### src/rtl/mem_access_unit.sv
`default_nettype none
// ============================================================================
// Module   : mem_access_unit
// Purpose  : MEM-stage load/store unit for the pipelined MIPS core. Narrows
//            register data into byte lanes for sb/sh/sw and extracts and
//            sign/zero-extends memory data for lb/lbu/lh/lhu/lw. Talks to a
//            word-wide data memory with a ready handshake and stalls the
//            pipeline until each access completes.
// Ports    :
//   clk, reset        - clock, synchronous active-high reset
//   req, we, size,    - MEM-stage request: load/store, size (0 B, 1 H, 2 W,
//   sign, addr, wdata   3 illegal), load extension, byte address, store data
//   stall             - freezes PC and F/D/E/M pipeline registers
//   misalign          - address-error flag for the current request
//   rdata, rvalid     - registered load result and its one-cycle valid pulse
//   mem_en, mem_we,   - memory strobe, write, word address, byte enables,
//   mem_addr, mem_be,   lane-replicated write data
//   mem_wdata
//   mem_ready,        - memory completion and read data
//   mem_rdata
// Revision : 1.0 - initial release
// ============================================================================
module mem_access_unit #(
  parameter int ADDR_W = 32
) (
  input  logic              clk,
  input  logic              reset,
  input  logic              req,
  input  logic              we,
  input  logic [1:0]        size,
  input  logic              sign,
  input  logic [ADDR_W-1:0] addr,
  input  logic [31:0]       wdata,
  output logic              stall,
  output logic              misalign,
  output logic [31:0]       rdata,
  output logic              rvalid,
  output logic              mem_en,
  output logic              mem_we,
  output logic [ADDR_W-1:0] mem_addr,
  output logic [3:0]        mem_be,
  output logic [31:0]       mem_wdata,
  input  logic              mem_ready,
  input  logic [31:0]       mem_rdata
);

  typedef enum logic {
    IDLE = 1'b0,
    BUSY = 1'b1
  } state_t;

  state_t            state;
  logic              lat_we;
  logic [1:0]        lat_size;
  logic              lat_sign;
  logic [ADDR_W-1:0] lat_addr;
  logic [31:0]       lat_wdata;

  logic        aligned;
  logic        start;
  logic        busy;
  logic [7:0]  ld_byte;
  logic [15:0] ld_half;
  logic [31:0] ld_val;

  // Alignment of the incoming request; size 3 is never legal.
  always_comb begin
    aligned = 1'b0;
    case (size)
      2'd0:    aligned = 1'b1;
      2'd1:    aligned = ~addr[0];
      2'd2:    aligned = (addr[1:0] == 2'b00);
      default: aligned = 1'b0;
    endcase
  end

  assign busy     = (state == BUSY);
  assign start    = (state == IDLE) && req && aligned;
  assign misalign = (state == IDLE) && req && !aligned;
  assign stall    = start || (busy && !mem_ready);

  // Memory-side outputs depend only on state and latched request, so input
  // changes during a wait cannot disturb an access in flight.
  assign mem_en   = busy;
  assign mem_we   = busy && lat_we;
  assign mem_addr = busy ? {lat_addr[ADDR_W-1:2], 2'b00} : '0;

  always_comb begin
    mem_be    = 4'b0000;
    mem_wdata = 32'h0;
    if (busy) begin
      if (lat_we) begin
        case (lat_size)
          2'd0: begin
            mem_be    = 4'b0001 << lat_addr[1:0];
            mem_wdata = {4{lat_wdata[7:0]}};
          end
          2'd1: begin
            mem_be    = lat_addr[1] ? 4'b1100 : 4'b0011;
            mem_wdata = {2{lat_wdata[15:0]}};
          end
          default: begin
            mem_be    = 4'b1111;
            mem_wdata = lat_wdata;
          end
        endcase
      end else begin
        mem_be    = 4'b1111;
        mem_wdata = 32'h0;
      end
    end
  end

  // Lane selection and extension of the returned word for loads.
  always_comb begin
    ld_byte = 8'h0;
    case (lat_addr[1:0])
      2'd0:    ld_byte = mem_rdata[7:0];
      2'd1:    ld_byte = mem_rdata[15:8];
      2'd2:    ld_byte = mem_rdata[23:16];
      default: ld_byte = mem_rdata[31:24];
    endcase
    ld_half = lat_addr[1] ? mem_rdata[31:16] : mem_rdata[15:0];
    case (lat_size)
      2'd0:    ld_val = {{24{lat_sign & ld_byte[7]}}, ld_byte};
      2'd1:    ld_val = {{16{lat_sign & ld_half[15]}}, ld_half};
      default: ld_val = mem_rdata;
    endcase
  end

  always_ff @(posedge clk) begin
    if (reset) begin
      state     <= IDLE;
      lat_we    <= 1'b0;
      lat_size  <= 2'd0;
      lat_sign  <= 1'b0;
      lat_addr  <= '0;
      lat_wdata <= 32'h0;
      rdata     <= 32'h0;
      rvalid    <= 1'b0;
    end else begin
      rvalid <= 1'b0;
      case (state)
        IDLE: begin
          if (start) begin
            lat_we    <= we;
            lat_size  <= size;
            lat_sign  <= sign;
            lat_addr  <= addr;
            lat_wdata <= wdata;
            state     <= BUSY;
          end
        end
        BUSY: begin
          if (mem_ready) begin
            state <= IDLE;
            // Stores complete silently; rdata keeps the last load result.
            if (!lat_we) begin
              rdata  <= ld_val;
              rvalid <= 1'b1;
            end
          end
        end
        default: state <= IDLE;
      endcase
    end
  end

endmodule
`default_nettype wire

### config.mk
export PLATFORM = sky130hd
export DESIGN_NAME = mem_access_unit
export DESIGN_NICKNAME = d
export VERILOG_FILES = /design/src/rtl/mem_access_unit.sv
export SDC_FILE = /design/constraint.sdc
export NUM_CORES = 1
export LEC_CHECK = 0
export ABC_AREA = 1
export ABC_CLOCK_PERIOD_IN_PS = 2000
export CAP_MARGIN = 20
export CORE_MARGIN = 8
export CORE_UTILIZATION = 30
export DETAILED_ROUTE_END_ITERATION = 8
export PLACE_DENSITY = 0.65
export SLEW_MARGIN = 25
export SYNTH_ARGS = -nofsm -noshare
export SYNTH_HDL_FRONTEND = slang
export SYNTH_SLANG_ARGS = --single-unit
### constraint.sdc
create_clock -name clk -period 2 [get_ports clk]
set_clock_uncertainty 0.05 [all_clocks]
set_input_delay 0.4 -clock clk [delete_from_list [all_inputs] [get_ports clk]]
set_output_delay 0.4 -clock clk [all_outputs]
set_load 0.02 [all_outputs]
==> impl_metrics.json, run 1 <==
{
  "regToRegSetupSlack_ps": 280,
  "min_to": "lat_wdata[22]$_SDFFE_PP0P_",
  "yosys_warnings": 0,
  "drcViolationCount": 0,
  "avgSynthCellArea_um2": 6.70,
  "synth_top_area_share_pct": 40.6,
  "start_util_pct": 30.6,
  "synthTopCellsByArea": "dfxtp_1, nand2_1, nand3_1",
  "finalCritPeriodShare_pct": 96.9,
  "post-place-ws_ps": -579,
  "synth_common_cells": "nand2_1, dfxtp_1, nand3_1, inv_1, a21oi_1",
  "wl_per_cell_um": 15.8,
  "die_area_um2": 21200,
  "place_congestion": 0.897,
  "slowest_delay_ps": 330,
  "hp-class": "flip-flop to flip-flop",
  "min_from": "lat_wdata[22]$_SDFFE_PP0P_",
  "grt_pass1_wl_mm": 30.0,
  "filler_cell_count": 1748,
  "placed_cell_area_um2": 7550,
  "synth_area_leader_cell": "dfxtp_1",
  "path_buf_inv": 3,
  "cts_tree": "built",
  "worstMarginPinSlew_ps": 750,
  "antenna_found_initial": 1,
  "slew_headroom_pct": 50.0,
  "r2r_start": "mem_en$_SDFF_PP0_",
  "dp_hpwl_mm": 13.6,
  "hold_violations": 0,
  "vias": 5617,
  "final_util_pct": 46.7,
  "crit_chain": "buf_4 -> nor2_4 -> buf_6 -> nor2_1 -> nor2_1 -> buf_4",
  "dr.pass1.iters": 4,
  "ys.flop_type": "dfxtp_1",
  "maxCapViolations": 0,
  "p_leak_nw": 3.56,
  "synth.distinct_cells": 31,
  "grt_use_total_pct": 17.4,
  "synth_area_um2": 5030,
  "crit_path_end_kind": "output pin",
  "syn_inst": 751,
  "finalHoldWorstSlack_ps": 410,
  "cp_max_fo": 8,
  "cts_buffer_depth": 2,
  "rr_worst_depth": 6,
  "synth_seq_area_share_pct": 40.6,
  "synth_edf_count": 0,
  "ioPinCount": 209,
  "viasPerCell": 4.72,
  "coreArea_um2": 16500,
  "yosys_register_bits": 102,
  "rsz0062_at_grt": "true",
  "vdd_drop_max_mv": 0.431,
  "fin_area_um2": 7680,
  "diodes": 0,
  "yosysMostFrequentCell": "nand2_1",
  "r2r_end": "lat_wdata[3]$_SDFFE_PP0P_",
  "async_flop_share_pct": 0,
  "drive_gt1_share_pct": 15.8,
  "clock-sinks": 102,
  "cts_hold_buffers": 0,
  "wl_mm": 18.9,
  "syn_to_final_growth_pct": 52.6,
  "crit_type": "flip-flop to output pin",
  "max_freq_ghz": 0.516,
  "crit_required_ps": 1550,
  "clk_pin_slew_ps": 70,
  "slowest_stage": "dfxtp_2",
  "root_buffer": "clkbuf_16",
  "die_y_um": 146,
  "clkLatencyLatePin_ps": 350,
  "io_buffers": 206,
  "cts_buffers": 9,
  "nets": 1070,
  "ant_nets": 0,
  "status": "complete, no violations",
  "crit_family": "buffers and inverters",
  "layout_setup_ws_ps": 62.7,
  "grt_pass1_vias": 5471,
  "grt_max_degree": 71,
  "gr-total-overflow": 0,
  "holdPathStages": 2,
  "final.min_clock_period_ps": 1940,
  "powerDensity_nw_per_um2": 630,
  "fp.dieW_um": 146,
  "cp_data_arrival_time_ps": 1490,
  "std_cell_rows": 47,
  "finalSetupViolations": 0,
  "cts_htree_levels": 3,
  "start_kind": "flip-flop",
  "finalMaxSlewViolations": 0,
  "drt_iter0_drc": 274,
  "fin_setup_tns_ps": 0
}
[worst register-to-register path, stage by stage (launching register included)]
cell and delay (ps):
dfxtp_2 370, buf_6 180, nor2_4 60, nand2_2 80, buf_4 600, nand2_1 160
a21oi_1 160
[area by class of cell]
class	instances	area (µm²)	area share [%]
repair buffers	259	2280	29.7
multi-input cells	499	2440	31.8
well taps	220	275	3.58
clock buffers	10	229	2.98
clock inverters	6	46.3	0.603
flip-flops and latches	102	2050	26.7
inverters	95	359	4.67
[worst max path at each step]
stage                                        start            end  slack (ps)  depth (start not counted)
final                     lat_size[1]$_SDFFE_PP0P_   mem_wdata[9]          60                          6
after global routing      lat_size[1]$_SDFFE_PP0P_  mem_wdata[29]          -3                          6
after CTS                        mem_en$_SDFF_PP0_   mem_addr[20]           1                          5
after detailed placement                   size[0]          stall        -580                          6
after global placement                     size[0]          stall        -570                          6
after floorplan                  mem_en$_SDFF_PP0_  mem_wdata[14]          50                          6
[cells in the final DEF (no fill, tap or decap), types with 2 or more instances in the layout]
master / n
o21ai_0: 55
nor2_4: 3
clkbuf_16: 9
buf_6: 5
nor2_1: 69
inv_1: 90
nand2_2: 5
inv_2: 4
nor2_2: 2
buf_4: 52
o22ai_1: 6
clkdlybuf4s50_1: 131
clkdlybuf4s15_1: 3
nand4_1: 8
nand3_1: 93
o21a_1: 8
dfxtp_1: 97
buf_2: 21
nor3_1: 2
buf_12: 5
o21bai_1: 16
a31oi_1: 2
dlygate4sd2_1: 20
o21ai_2: 6
a21oi_1: 78
clkbuf_2: 21
clkinv_2: 2
conb_1: 2
dfxtp_2: 5
nand2_1: 133
[metrics by stage]
step           total power, mW  std cells
3_5_place_dp              3.19       1171
6_report                  4.84       1191
2_1_floorplan             2.69        752
5_1_grt                   5.08       1191
4_1_cts                   4.90       1190
3_3_place_gp              3.18       1171
[per-layer routing]
| metal | GRT usage [%] | vias up | share of wire, % | routed length (µm) |
|---|---|---|---|---|
| met2 | 27.4 | 195 | 46 | 8610 |
| met4 | 4.16 | 2 | 1.7 | 324 |
| met5 | 0 | - | 0.069 | 13 |
| met3 | 6.78 | 19 | 7.7 | 1450 |
| met1 | 22.0 | 2543 | 45 | 8460 |
| li1 | - | 2858 | - | - |
[registers in the layout, summed over array words and instances (netlist names)]
register	flops
mem_en	1
lat_we	1
lat_addr	32
rdata	32
lat_size	2
lat_sign	1
rvalid	1
lat_wdata	32
[what timing repair did]
item	CTS	global route
setup buffers	3	1
gates resized for setup	196	57
hold endpoints to repair	0	0
pin swaps	4	2
setup endpoints to repair	97	60
cloned	0	0
[cell families (layout without fill, tap and decap cells)]
group	after synthesis	after routing	synth area share, %
AND/OR/NAND/NOR	318	318	27.4
buffers and inverters	151	370	12.1
flip-flops	102	102	40.6
other	1	2	0.0745
AO/OA/AOI/OAI	179	179	19.8
[power by group]
part,switching (mW),internal [mW]
Clock,0.839,0.857
Sequential,0.0668,2.13
Combinational,0.494,0.454
(Power assumes the default switching activity.)
==> run 2, diff against run 1 <==
CAP_MARGIN = default   (was 20)
==> results of run 2 <==
Final layout, timing and power as in run 1 (identical DEF).
==> run 3, diff against run 2 <==
SLEW_MARGIN = 20   (was 25)
==> results of run 3 <==
Final layout, timing and power as in run 1 (identical DEF).
